===== src/rtl/dut_test_sequencer_if.sv =====
// Handshake/bus bundle between the test sequencer (master) and its host loader,
// stimulus source and DUT-interface FIFOs (slave).
interface dut_test_sequencer_if #(
  parameter int unsigned STF_WIDTH = 24,
  parameter int unsigned CNT_WIDTH = 16,
  parameter int unsigned DIF_WIDTH = 32
);
  logic                 desc_valid;
  logic                 desc_ready;
  logic [STF_WIDTH-1:0] desc_mux;
  logic [CNT_WIDTH-1:0] desc_count;
  logic                 desc_pll;
  logic [DIF_WIDTH-1:0] dififo_data;
  logic                 dififo_wrreq;
  logic                 dififo_wrfull;
  logic [STF_WIDTH-1:0] vec_data;
  logic                 vec_valid;
  logic                 vec_ready;
  logic [STF_WIDTH-1:0] sfifo_data;
  logic                 sfifo_wrreq;
  logic                 sfifo_wrfull;
  logic                 res_strobe;

  modport master (
    input  desc_valid, desc_mux, desc_count, desc_pll, dififo_wrfull,
           vec_data, vec_valid, sfifo_wrfull, res_strobe,
    output desc_ready, dififo_data, dififo_wrreq, vec_ready, sfifo_data, sfifo_wrreq
  );

  modport slave (
    output desc_valid, desc_mux, desc_count, desc_pll, dififo_wrfull,
           vec_data, vec_valid, sfifo_wrfull, res_strobe,
    input  desc_ready, dififo_data, dififo_wrreq, vec_ready, sfifo_data, sfifo_wrreq
  );
endinterface


===== src/rtl/dut_test_sequencer.sv =====
// Runs one DUT test per descriptor: mux config write, clock-source settle, stimulus
// streaming, result drain. Optional SEQ_STATS_EN adds a per-test cycle counter.
module dut_test_sequencer #(
  parameter int unsigned STF_WIDTH      = 24,
  parameter int unsigned REQ_WIDTH      = 3,
  parameter int unsigned CMD_WIDTH      = 5,
  parameter int unsigned DIF_WIDTH      = REQ_WIDTH + CMD_WIDTH + STF_WIDTH,
  parameter int unsigned CNT_WIDTH      = 16,
  parameter int unsigned SETTLE_CYCLES  = 16,
  parameter int unsigned TIMEOUT_CYCLES = 65535
) (
  input  logic                 clock,
  input  logic                 reset,
  dut_test_sequencer_if.master bus,
  output logic                 pll_switch,
  output logic                 busy,
  output logic                 done,
  output logic                 err_timeout
`ifdef SEQ_STATS_EN
  ,
  output logic [31:0]          test_cycles
`endif
);

  localparam int unsigned SetW = (SETTLE_CYCLES > 0) ? $clog2(SETTLE_CYCLES + 1) : 1;
  localparam int unsigned TmoW = $clog2(TIMEOUT_CYCLES + 1);

  localparam logic [2:0] StIdle   = 3'd0;
  localparam logic [2:0] StCfgMux = 3'd1;
  localparam logic [2:0] StSettle = 3'd2;
  localparam logic [2:0] StStream = 3'd3;
  localparam logic [2:0] StDrain  = 3'd4;
  localparam logic [2:0] StDone   = 3'd5;

  logic [2:0]           state_q, state_d;
  logic [STF_WIDTH-1:0] mux_q, mux_d;
  logic [CNT_WIDTH-1:0] count_q, count_d;
  logic                 pll_q, pll_d;
  logic [CNT_WIDTH-1:0] sent_q, sent_d;
  logic [CNT_WIDTH-1:0] res_q, res_d;
  logic [SetW-1:0]      settle_q, settle_d;
  logic [TmoW-1:0]      tmo_q, tmo_d;
  logic                 pll_sw_q, pll_sw_d;
  logic                 err_q, err_d;
  logic                 accept;

  always_comb begin
    state_d  = state_q;
    mux_d    = mux_q;
    count_d  = count_q;
    pll_d    = pll_q;
    sent_d   = sent_q;
    res_d    = res_q;
    settle_d = settle_q;
    tmo_d    = tmo_q;
    pll_sw_d = pll_sw_q;
    err_d    = err_q;
    accept   = 1'b0;

    bus.desc_ready   = 1'b0;
    bus.dififo_wrreq = 1'b0;
    bus.dififo_data  = DIF_WIDTH'({REQ_WIDTH'(0), CMD_WIDTH'(1), mux_q});
    bus.vec_ready    = 1'b0;
    bus.sfifo_wrreq  = 1'b0;
    bus.sfifo_data   = bus.vec_data;

    // Results saturate at N; anything outside STREAM/DRAIN is ignored.
    if ((state_q == StStream || state_q == StDrain) && bus.res_strobe && (res_q < count_q)) begin
      res_d = res_q + CNT_WIDTH'(1);
    end

    case (state_q)
      StIdle: begin
        bus.desc_ready = 1'b1;
        if (bus.desc_valid) begin
          accept  = 1'b1;
          mux_d   = bus.desc_mux;
          count_d = bus.desc_count;
          pll_d   = bus.desc_pll;
          sent_d  = '0;
          res_d   = '0;
          err_d   = 1'b0;
          state_d = StCfgMux;
        end
      end
      StCfgMux: begin
        if (!bus.dififo_wrfull) begin
          bus.dififo_wrreq = 1'b1;
          pll_sw_d = pll_q;
          settle_d = (pll_q != pll_sw_q) ? SetW'(SETTLE_CYCLES) : '0;
          state_d  = StSettle;
        end
      end
      StSettle: begin
        if (settle_q == '0) begin
          state_d = (count_q == '0) ? StDone : StStream;
        end else begin
          settle_d = settle_q - SetW'(1);
        end
      end
      StStream: begin
        tmo_d = TmoW'(1);
        if (bus.vec_valid && !bus.sfifo_wrfull && (sent_q < count_q)) begin
          bus.vec_ready   = 1'b1;
          bus.sfifo_wrreq = 1'b1;
          sent_d = sent_q + CNT_WIDTH'(1);
          if (sent_d == count_q) state_d = StDrain;
        end
      end
      StDrain: begin
        // A strobe landing on the expiry cycle restarts the timer instead of timing out.
        if (res_d == count_q) begin
          state_d = StDone;
        end else if (bus.res_strobe) begin
          tmo_d = TmoW'(1);
        end else if (tmo_q >= TmoW'(TIMEOUT_CYCLES - 1)) begin
          err_d   = 1'b1;
          state_d = StDone;
        end else begin
          tmo_d = tmo_q + TmoW'(1);
        end
      end
      StDone:  state_d = StIdle;
      default: state_d = StIdle;
    endcase

    // No FIFO writes or pops while reset is held, even in the cycle it is first seen.
    if (reset) begin
      bus.desc_ready   = 1'b0;
      bus.dififo_wrreq = 1'b0;
      bus.vec_ready    = 1'b0;
      bus.sfifo_wrreq  = 1'b0;
    end
  end

  always_ff @(posedge clock) begin
    if (reset) begin
      state_q  <= StIdle;
      mux_q    <= '0;
      count_q  <= '0;
      pll_q    <= 1'b0;
      sent_q   <= '0;
      res_q    <= '0;
      settle_q <= '0;
      tmo_q    <= '0;
      pll_sw_q <= 1'b0;
      err_q    <= 1'b0;
    end else begin
      state_q  <= state_d;
      mux_q    <= mux_d;
      count_q  <= count_d;
      pll_q    <= pll_d;
      sent_q   <= sent_d;
      res_q    <= res_d;
      settle_q <= settle_d;
      tmo_q    <= tmo_d;
      pll_sw_q <= pll_sw_d;
      err_q    <= err_d;
    end
  end

  assign pll_switch  = pll_sw_q;
  assign busy        = (state_q != StIdle);
  assign done        = (state_q == StDone);
  assign err_timeout = err_q;

`ifdef SEQ_STATS_EN
  logic [31:0] cycles_q, cycles_d;

  always_comb begin
    cycles_d = cycles_q;
    if (accept) begin
      cycles_d = '0;
    end else if (state_q != StIdle && state_q != StDone && cycles_q != '1) begin
      cycles_d = cycles_q + 32'd1;
    end
  end

  always_ff @(posedge clock) begin
    if (reset) cycles_q <= '0;
    else       cycles_q <= cycles_d;
  end

  assign test_cycles = cycles_q;
`else
  logic unused_accept;
  assign unused_accept = accept;
`endif

endmodule


===== src/flat_wrapper.sv =====
// flat-port wrapper written by rule: the top's interface ports become plain ports
module dut_test_sequencer_flat 
#(
  parameter int unsigned STF_WIDTH      = 24,
  parameter int unsigned REQ_WIDTH      = 3,
  parameter int unsigned CMD_WIDTH      = 5,
  parameter int unsigned DIF_WIDTH      = REQ_WIDTH + CMD_WIDTH + STF_WIDTH,
  parameter int unsigned CNT_WIDTH      = 16,
  parameter int unsigned SETTLE_CYCLES  = 16,
  parameter int unsigned TIMEOUT_CYCLES = 65535
)
  (clock, reset, pll_switch, busy, done, err_timeout, bus_desc_valid, bus_desc_mux, bus_desc_count, bus_desc_pll, bus_dififo_wrfull, bus_vec_data, bus_vec_valid, bus_sfifo_wrfull, bus_res_strobe, bus_desc_ready, bus_dififo_data, bus_dififo_wrreq, bus_vec_ready, bus_sfifo_data, bus_sfifo_wrreq);
  dut_test_sequencer_if #(.STF_WIDTH(STF_WIDTH), .CNT_WIDTH(CNT_WIDTH), .DIF_WIDTH(DIF_WIDTH)) bus_i ();
  input  logic clock;
  input  logic reset;
  output logic pll_switch;
  output logic busy;
  output logic done;
  output logic err_timeout;
  input wire logic [$bits(bus_i.desc_valid)-1:0] bus_desc_valid;
  input wire logic [$bits(bus_i.desc_mux)-1:0] bus_desc_mux;
  input wire logic [$bits(bus_i.desc_count)-1:0] bus_desc_count;
  input wire logic [$bits(bus_i.desc_pll)-1:0] bus_desc_pll;
  input wire logic [$bits(bus_i.dififo_wrfull)-1:0] bus_dififo_wrfull;
  input wire logic [$bits(bus_i.vec_data)-1:0] bus_vec_data;
  input wire logic [$bits(bus_i.vec_valid)-1:0] bus_vec_valid;
  input wire logic [$bits(bus_i.sfifo_wrfull)-1:0] bus_sfifo_wrfull;
  input wire logic [$bits(bus_i.res_strobe)-1:0] bus_res_strobe;
  output wire logic [$bits(bus_i.desc_ready)-1:0] bus_desc_ready;
  output wire logic [$bits(bus_i.dififo_data)-1:0] bus_dififo_data;
  output wire logic [$bits(bus_i.dififo_wrreq)-1:0] bus_dififo_wrreq;
  output wire logic [$bits(bus_i.vec_ready)-1:0] bus_vec_ready;
  output wire logic [$bits(bus_i.sfifo_data)-1:0] bus_sfifo_data;
  output wire logic [$bits(bus_i.sfifo_wrreq)-1:0] bus_sfifo_wrreq;
  assign bus_i.desc_valid = bus_desc_valid;
  assign bus_i.desc_mux = bus_desc_mux;
  assign bus_i.desc_count = bus_desc_count;
  assign bus_i.desc_pll = bus_desc_pll;
  assign bus_i.dififo_wrfull = bus_dififo_wrfull;
  assign bus_i.vec_data = bus_vec_data;
  assign bus_i.vec_valid = bus_vec_valid;
  assign bus_i.sfifo_wrfull = bus_sfifo_wrfull;
  assign bus_i.res_strobe = bus_res_strobe;
  assign bus_desc_ready = bus_i.desc_ready;
  assign bus_dififo_data = bus_i.dififo_data;
  assign bus_dififo_wrreq = bus_i.dififo_wrreq;
  assign bus_vec_ready = bus_i.vec_ready;
  assign bus_sfifo_data = bus_i.sfifo_data;
  assign bus_sfifo_wrreq = bus_i.sfifo_wrreq;
  dut_test_sequencer #(.STF_WIDTH(STF_WIDTH), .REQ_WIDTH(REQ_WIDTH), .CMD_WIDTH(CMD_WIDTH), .DIF_WIDTH(DIF_WIDTH), .CNT_WIDTH(CNT_WIDTH), .SETTLE_CYCLES(SETTLE_CYCLES), .TIMEOUT_CYCLES(TIMEOUT_CYCLES)) u_core (.clock(clock), .reset(reset), .bus(bus_i), .pll_switch(pll_switch), .busy(busy), .done(done), .err_timeout(err_timeout));
endmodule

===== config.mk =====
export PLATFORM = sky130hd
export DESIGN_NAME = dut_test_sequencer_flat
export DESIGN_NICKNAME = d
export VERILOG_FILES = /design/src/rtl/dut_test_sequencer_if.sv /design/src/rtl/dut_test_sequencer.sv /design/src/flat_wrapper.sv
export SDC_FILE = /design/constraint.sdc
export NUM_CORES = 1
export LEC_CHECK = 0
export CAP_MARGIN = 0
export CORE_MARGIN = 2
export CORE_UTILIZATION = 30
export DETAILED_ROUTE_END_ITERATION = 10
export DONT_BUFFER_PORTS = 1
export GPL_ROUTABILITY_DRIVEN = 0
export PLACE_DENSITY_LB_ADDON = 0.08
export SETUP_SLACK_MARGIN = 0.02
export SYNTH_ARGS = -nofsm -noshare
export SYNTH_HDL_FRONTEND = slang
export SYNTH_SLANG_ARGS = --single-unit

===== constraint.sdc =====
create_clock -name clock -period 7.4 [get_ports clock]
set_input_delay 0.74 -clock clock [delete_from_list [all_inputs] [get_ports clock]]
set_output_delay 0.74 -clock clock [all_outputs]
set_load 0.01 [all_outputs]

==> results of run 1 <==
-- layer usage --
layer  wire length [um]  vias to the layer above  share of wire [%]  track usage (%)
li1                   -                     2783                  -                -
met1               9304                     2596                 49            24.20
met2               8350                      169                 44            25.82
met3               1021                       30                5.3            3.485
met4                410                        0                2.1            6.604
met5                  0                        -                  0                0
-- critical path, cell delays in order (launching register included) --
cell	delay [ps]
dfxtp_1	480
inv_1	120
ha_1	310
nand4_1	160
nor3_1	370
and3_1	420
or3_1	540
o211ai_1	190
or4b_4	560
nor4_4	400
nand4_2	570
a21oi_1	420
mux2i_1	220
-- cells in the mapped netlist (7+ instances only) --
cell	instances	area share, %
or3_1	12	1.2
dfxtp_1	99	31
a31oi_1	7	0.68
nand3_1	44	3.4
buf_4	34	4.0
o21ai_0	29	2.3
inv_1	47	2.8
mux2i_1	7	1.1
and3_1	10	0.98
ha_1	37	7.2
xor2_1	21	2.9
nor3_1	27	2.1
o211ai_2	11	2.1
clkbuf_1	29	1.7
xnor2_1	34	4.7
a21oi_1	63	4.9
nand4_1	17	1.7
nand2_1	131	7.7
nor4_1	15	1.5
nor2_1	66	3.9
o211ai_1	7	0.82
-- where the power goes --
group          internal (uW)  total, uW  switching, uW
Clock                    240        484            244
Sequential               573        637           64.5
Combinational            126        362            236
-- per-stage QoR --
step	total power, uW	instance area (um2)	hold slack [ps]
floorplan	932.3	6426	460.4
global placement	1013	6375	485.0
detailed placement	1017	6375	483.1
CTS	1509	6678	425.7
global route	1577	6678	421.2
finish	1484	6678	448.6
-- sequential cells by signal, summed over array words and instances (netlist names), 3 cells and up --
name	flops
u_core.sent_q	16
u_core.tmo_q	16
u_core.mux_q	24
u_core.state_q	3
u_core.res_q	16
u_core.settle_q	5
u_core.count_q	16
-- cells in the final DEF, fill, tap and decap left out, drive strengths merged, types with 3 or more instances in the layout --
| cell | n |
|---|---|
| nand2 | 131 |
| dfxtp | 99 |
| nor2 | 66 |
| a21oi | 63 |
| inv | 50 |
| nand3 | 44 |
| ha | 37 |
| xnor2 | 34 |
| o21ai | 29 |
| nor3 | 27 |
| xor2 | 21 |
| nand4 | 18 |
| o211ai | 18 |
| nor4 | 17 |
| or3 | 12 |
| and3 | 10 |
| clkbuf | 9 |
| conb | 8 |
| mux2i | 7 |
| a31oi | 7 |
| o22ai | 6 |
| nand2b | 5 |
| o21a | 5 |
| and2 | 5 |
| nand3b | 5 |
| a41oi | 4 |
| a211o | 4 |
| o31ai | 4 |
| a21boi | 4 |
| clkinv | 4 |
| or2 | 3 |
| a2111oi | 3 |
-- area by class of cell --
type	count	area, um2	area share (%)
Clock inverter	7	77.57	1.162
Multi-Input combinational cell	626	3854	57.71
Timing Repair Buffer	2	15.01	0.2248
Clock buffer	9	225.2	3.373
Inverter	48	180.2	2.698
Tap cell	275	344.1	5.153
Sequential cell	99	1982	29.68
-- kinds of logic (layout without fill, tap and decap cells) --
logic type               count (synthesis)  after routing  share of synthesized area (%)
AND/OR/NAND/NOR                        355            355                          26.69
AO/OA/AOI/OAI                          162            162                          16.82
buffers and inverters                  118             66                          9.222
flip-flops                              99             99                          30.95
XOR/XNOR                                55             55                          7.523
adder cells (fa/ha/maj)                 37             37                          7.229
multiplexers                             9              9                          1.446
other                                    2              8                         0.1173
-- final timing paths --
check	end	cells past startpoint	slack, ps
worst max-delay path	u_core.tmo_q[1]	12	2570
worst min-delay path	u_core.state_q[0]	1	450
worst max register to register	u_core.tmo_q[1]	12	2570
worst min register to register	u_core.pll_q	2	490
==> impl_metrics.toml, run 1 <==
[synth]
netlist_instances = 837
ys_ff_latch = 99
synth_area_mm2 = 0.006404
synth-seq-area-share_pct = 30.95
yosysWarnings = 0
ys.flop_type = "dfxtp_1"
synth_area_per_cell_um2 = 7.651
async_flop_share_pct = 0
synth_edf_count = 0
ys_types = 66

[placed_design]
place_ws_ps = 2629
port_buffers = 0
hpwlAfterDp_um = 14480
dp_cells = 1050

[timing]
setup_slack_ps = 2568
rsz0062_at_grt = "false"
worstMarginPinSlew_ps = 956.8
finalSetupViolCount = 0
finalHoldViolations = 0
skew_ps = 18.42
clock.fmax_mhz = 206.9
finalSetupTns_ps = 0
finalMaxSlewViolations = 0
fin_crit_ps = 4832
max_slew_margin_pct = 35.66
timing.final.crit_share_pct = 65.30

[clock_tree]
htree_num_levels = 3
clk_path_buf_depth = 2
cts.sinks = 99
post_cts_resized = 0
clkTransAtPathRegs_ps = 90
ctsHoldBuffers = 0
clk-insertion-delay-late_ps = 360
cts_setup_buffers = 0
cts_tree = "yes"
clockRootBuffer = "clkbuf_16"
numCtsBuffers = 9

[worst_setup_path]
end_kind = "register"
cp-start-kind = "register"
cp.arrival_ps = 5120
cp-startpoint = "u_core.count_q[14]"
path_class = "reg2reg"
worstPathRequired_ps = 7690
path_max_fanout = 17
reg2reg_from = "u_core.count_q[14]"

[route]
drt-pass1-iter-count = 5
drtIter0Drc = 317
via_per_inst = 5.233
wl_per_cell_um = 17.90
routed_wl_um = 19090
ant_nets = 0
drc = 0
via_count = 5578

[floorplan]
die-area_mm2 = 0.02253
start_util_pct = 30.56
io_pins = 136
coreArea_mm2 = 0.02096
die_height_um = 150.1
die_x_um = 150.1
rows = 53

[layout]
post-route-util_pct = 31.87
drive_gt1_share_pct = 5.563
instances_no_fill = 1066
finalNetCount = 895
syn_to_final_growth_pct = 4.279
diodes = 0
nFillCells = 2315

[pwr]
pwr_density_cell_mw_per_mm2 = 222.2
leakage_uw = 0.002447
vdd_drop_max_mv = 0.09844

[global_route]
grt_pass1_wl_um = 29980
grt_pass1_vias = 5330
grt_usage_pct = 17.20
antenna_found_initial = 0
grt_overflow = 0
grt_max_degree = 63

[min_path]
min_from = "reset"
hold_path_class = "in2reg"

[run]
drv_cap = 0

[status]
status = "complete, no violations"
No activity file was read; power rests on OpenSTA's default activity.
==> run 2, diff against run 1 <==
==> constraint.sdc (replaced) <==
create_clock -name clock -period 4.96 [get_ports clock]
set_input_delay 0.496 -clock clock [delete_from_list [all_inputs] [get_ports clock]]
set_output_delay 0.496 -clock clock [all_outputs]
set_load 0.01 [all_outputs]
==> run 2 against run 1 <==
  * First-iteration DRC count is 43% higher
  * Critical path depth stayed put
  * Clock skew is 5.4 ps lower
  * Total power is 52% higher
  * Combinational power is 64% higher
  * Clock power is 51% higher
  * Non-clock buffer count is 18 higher
  * Via count is 1.8% higher
  * Critical path type unchanged
==> impl_metrics.toml, run 2 (synthesis gave the netlist of run 1 again) <==
[route]
drt-pass1-iter-count = 5
drtIter0Drc = 454
via_count = 5677
ant_nets = 0
via_per_inst = 5.237
drc = 0
routed_wl_um = 19650
wl_per_cell_um = 18.13

[floorplan]
io_pins = 136
rows = 53
die_height_um = 150.1
die_x_um = 150.1
start_util_pct = 30.56
coreArea_mm2 = 0.02096
die-area_mm2 = 0.02253

[timing]
finalHoldViolations = 0
setup_slack_ps = 542.7
finalSetupViolCount = 0
rsz0062_at_grt = "false"
clock.fmax_mhz = 226.4
fin_crit_ps = 4417
worstMarginPinSlew_ps = 985.4
timing.final.crit_share_pct = 89.06
finalMaxSlewViolations = 0
finalSetupTns_ps = 0
max_slew_margin_pct = 33.74
skew_ps = 13.02

[global_route]
grt_pass1_wl_um = 31310
grt_overflow = 0
antenna_found_initial = 0
grt_max_degree = 63
grt_usage_pct = 17.94
grt_pass1_vias = 5522

[layout]
nFillCells = 2292
finalNetCount = 913
multi_input_area_mm2 = 0.003859
ff_latch_area_mm2 = 0.001982
instances_no_fill = 1084
drive_gt1_share_pct = 7.787
layout_common_cells = "131 x nand2_1, 99 x dfxtp_1, 66 x nor2_1"
largest_reg_flops = 24
syn_to_final_growth_pct = 6.526
largest-register = "u_core.mux_q"
diodes = 0
final_common_cell = "nand2_1"

[clock_tree]
clkTransAtPathRegs_ps = 80
cts_tree = "yes"
cts.sinks = 99
clk_path_buf_depth = 2
clk-insertion-delay-late_ps = 360
htree_num_levels = 3
numCtsBuffers = 9
clockRootBuffer = "clkbuf_16"

[worst_setup_path]
path_max_fanout = 13
path_class = "reg2reg"
cp.arrival_ps = 4700
crit_chain = "inv_1 -> ha_1 -> nand4_1 -> nor3_1 -> and3_1 -> or3_4 -> o211ai_1 -> or4b_4 -> nor4_4 -> and4_4 -> o211ai_2 -> o221ai_1"
crit_slowest_cell = "or4b_4"
end_kind = "register"
cp-start-kind = "register"
crit_path_max_incr_delay_ps = 540
worstPathRequired_ps = 5240

[placed_design]
port_buffers = 0
hpwlAfterDp_um = 14980
dp_cells = 1068
place_ws_ps = 292.0

[min_path]
hold_path_class = "in2reg"

[status]
status = "complete, no violations"

[run]
drv_cap = 0

[pwr]
leakage_uw = 0.002549
pwr_density_cell_mw_per_mm2 = 331.3
vdd_drop_max_mv = 0.1499
## run 2: cell types whose count changed in the layout (fill, tap and decap cells not counted), sizes merged
cell,change
buf,+18
clkinv,+1
clkinvlp,-1
## run 2: final timing paths
| check | from | cells past startpoint | slack, ps | to |
|---|---|---|---|---|
| setup / recovery | u_core.count_q[15] | 12 | 540 | u_core.tmo_q[14] |
| hold / removal | reset | 1 | 200 | u_core.state_q[0] |
| setup reg to reg | u_core.count_q[15] | 12 | 540 | u_core.tmo_q[14] |
| hold reg to reg | u_core.pll_q | 2 | 490 | u_core.pll_q |
## run 2: per-stage QoR
stage                     power [uW]  hold slack (ps)  utilization, %  cell area, um2
after floorplan                 1391            460.4               -            6426
after detailed placement        1552            485.7           31.07            6510
final                           2260            204.6           32.55            6822
after CTS                       2301            181.2           32.53            6817
after global placement          1547            481.0           31.07            6510
after global routing            2397            191.5           32.55            6822
## run 2: report_power, final
part           internal (uW)  total, uW  switching, uW  leakage (uW)
registers                854        932           77.6      0.000804
clock network            361        733            372      0.000150
logic                    210        595            385       0.00160
## run 2: cell type report
class	count	area share, %
flip-flops and latches	99	29.05
multi-input cells	626	56.57
repair buffers	20	2.201
well taps	275	5.044
clock inverters	7	1.192
clock buffers	9	3.302
inverters	48	2.641
## run 2: worst max-delay path: cells and delay by family, from the launching register on
family | cells | cell delay, ps
simple gates | 7 | 2660
compound gates | 3 | 760
fa+ha+maj | 1 | 310
buf+inv | 1 | 140
flops | 1 | 460
## run 2: routing by layer
| metal | GRT usage (%) | up-vias | wire length (um) |
|---|---|---|---|
| li1 | - | 2823 | - |
| met1 | 25.00 | 2682 | 9561 |
| met2 | 28.22 | 157 | 8690 |
| met3 | 4.697 | 15 | 1209 |
| met4 | 3.160 | 0 | 191 |
| met5 | 0 | - | 0 |
## run 2: timing repair
item | CTS | global route
endpoints found under the hold margin | 0 | 0
hold buffers | 0 | 0
setup endpoints to repair | 0 | 2
setup buffers | 0 | 0
gates resized for setup | 0 | 1
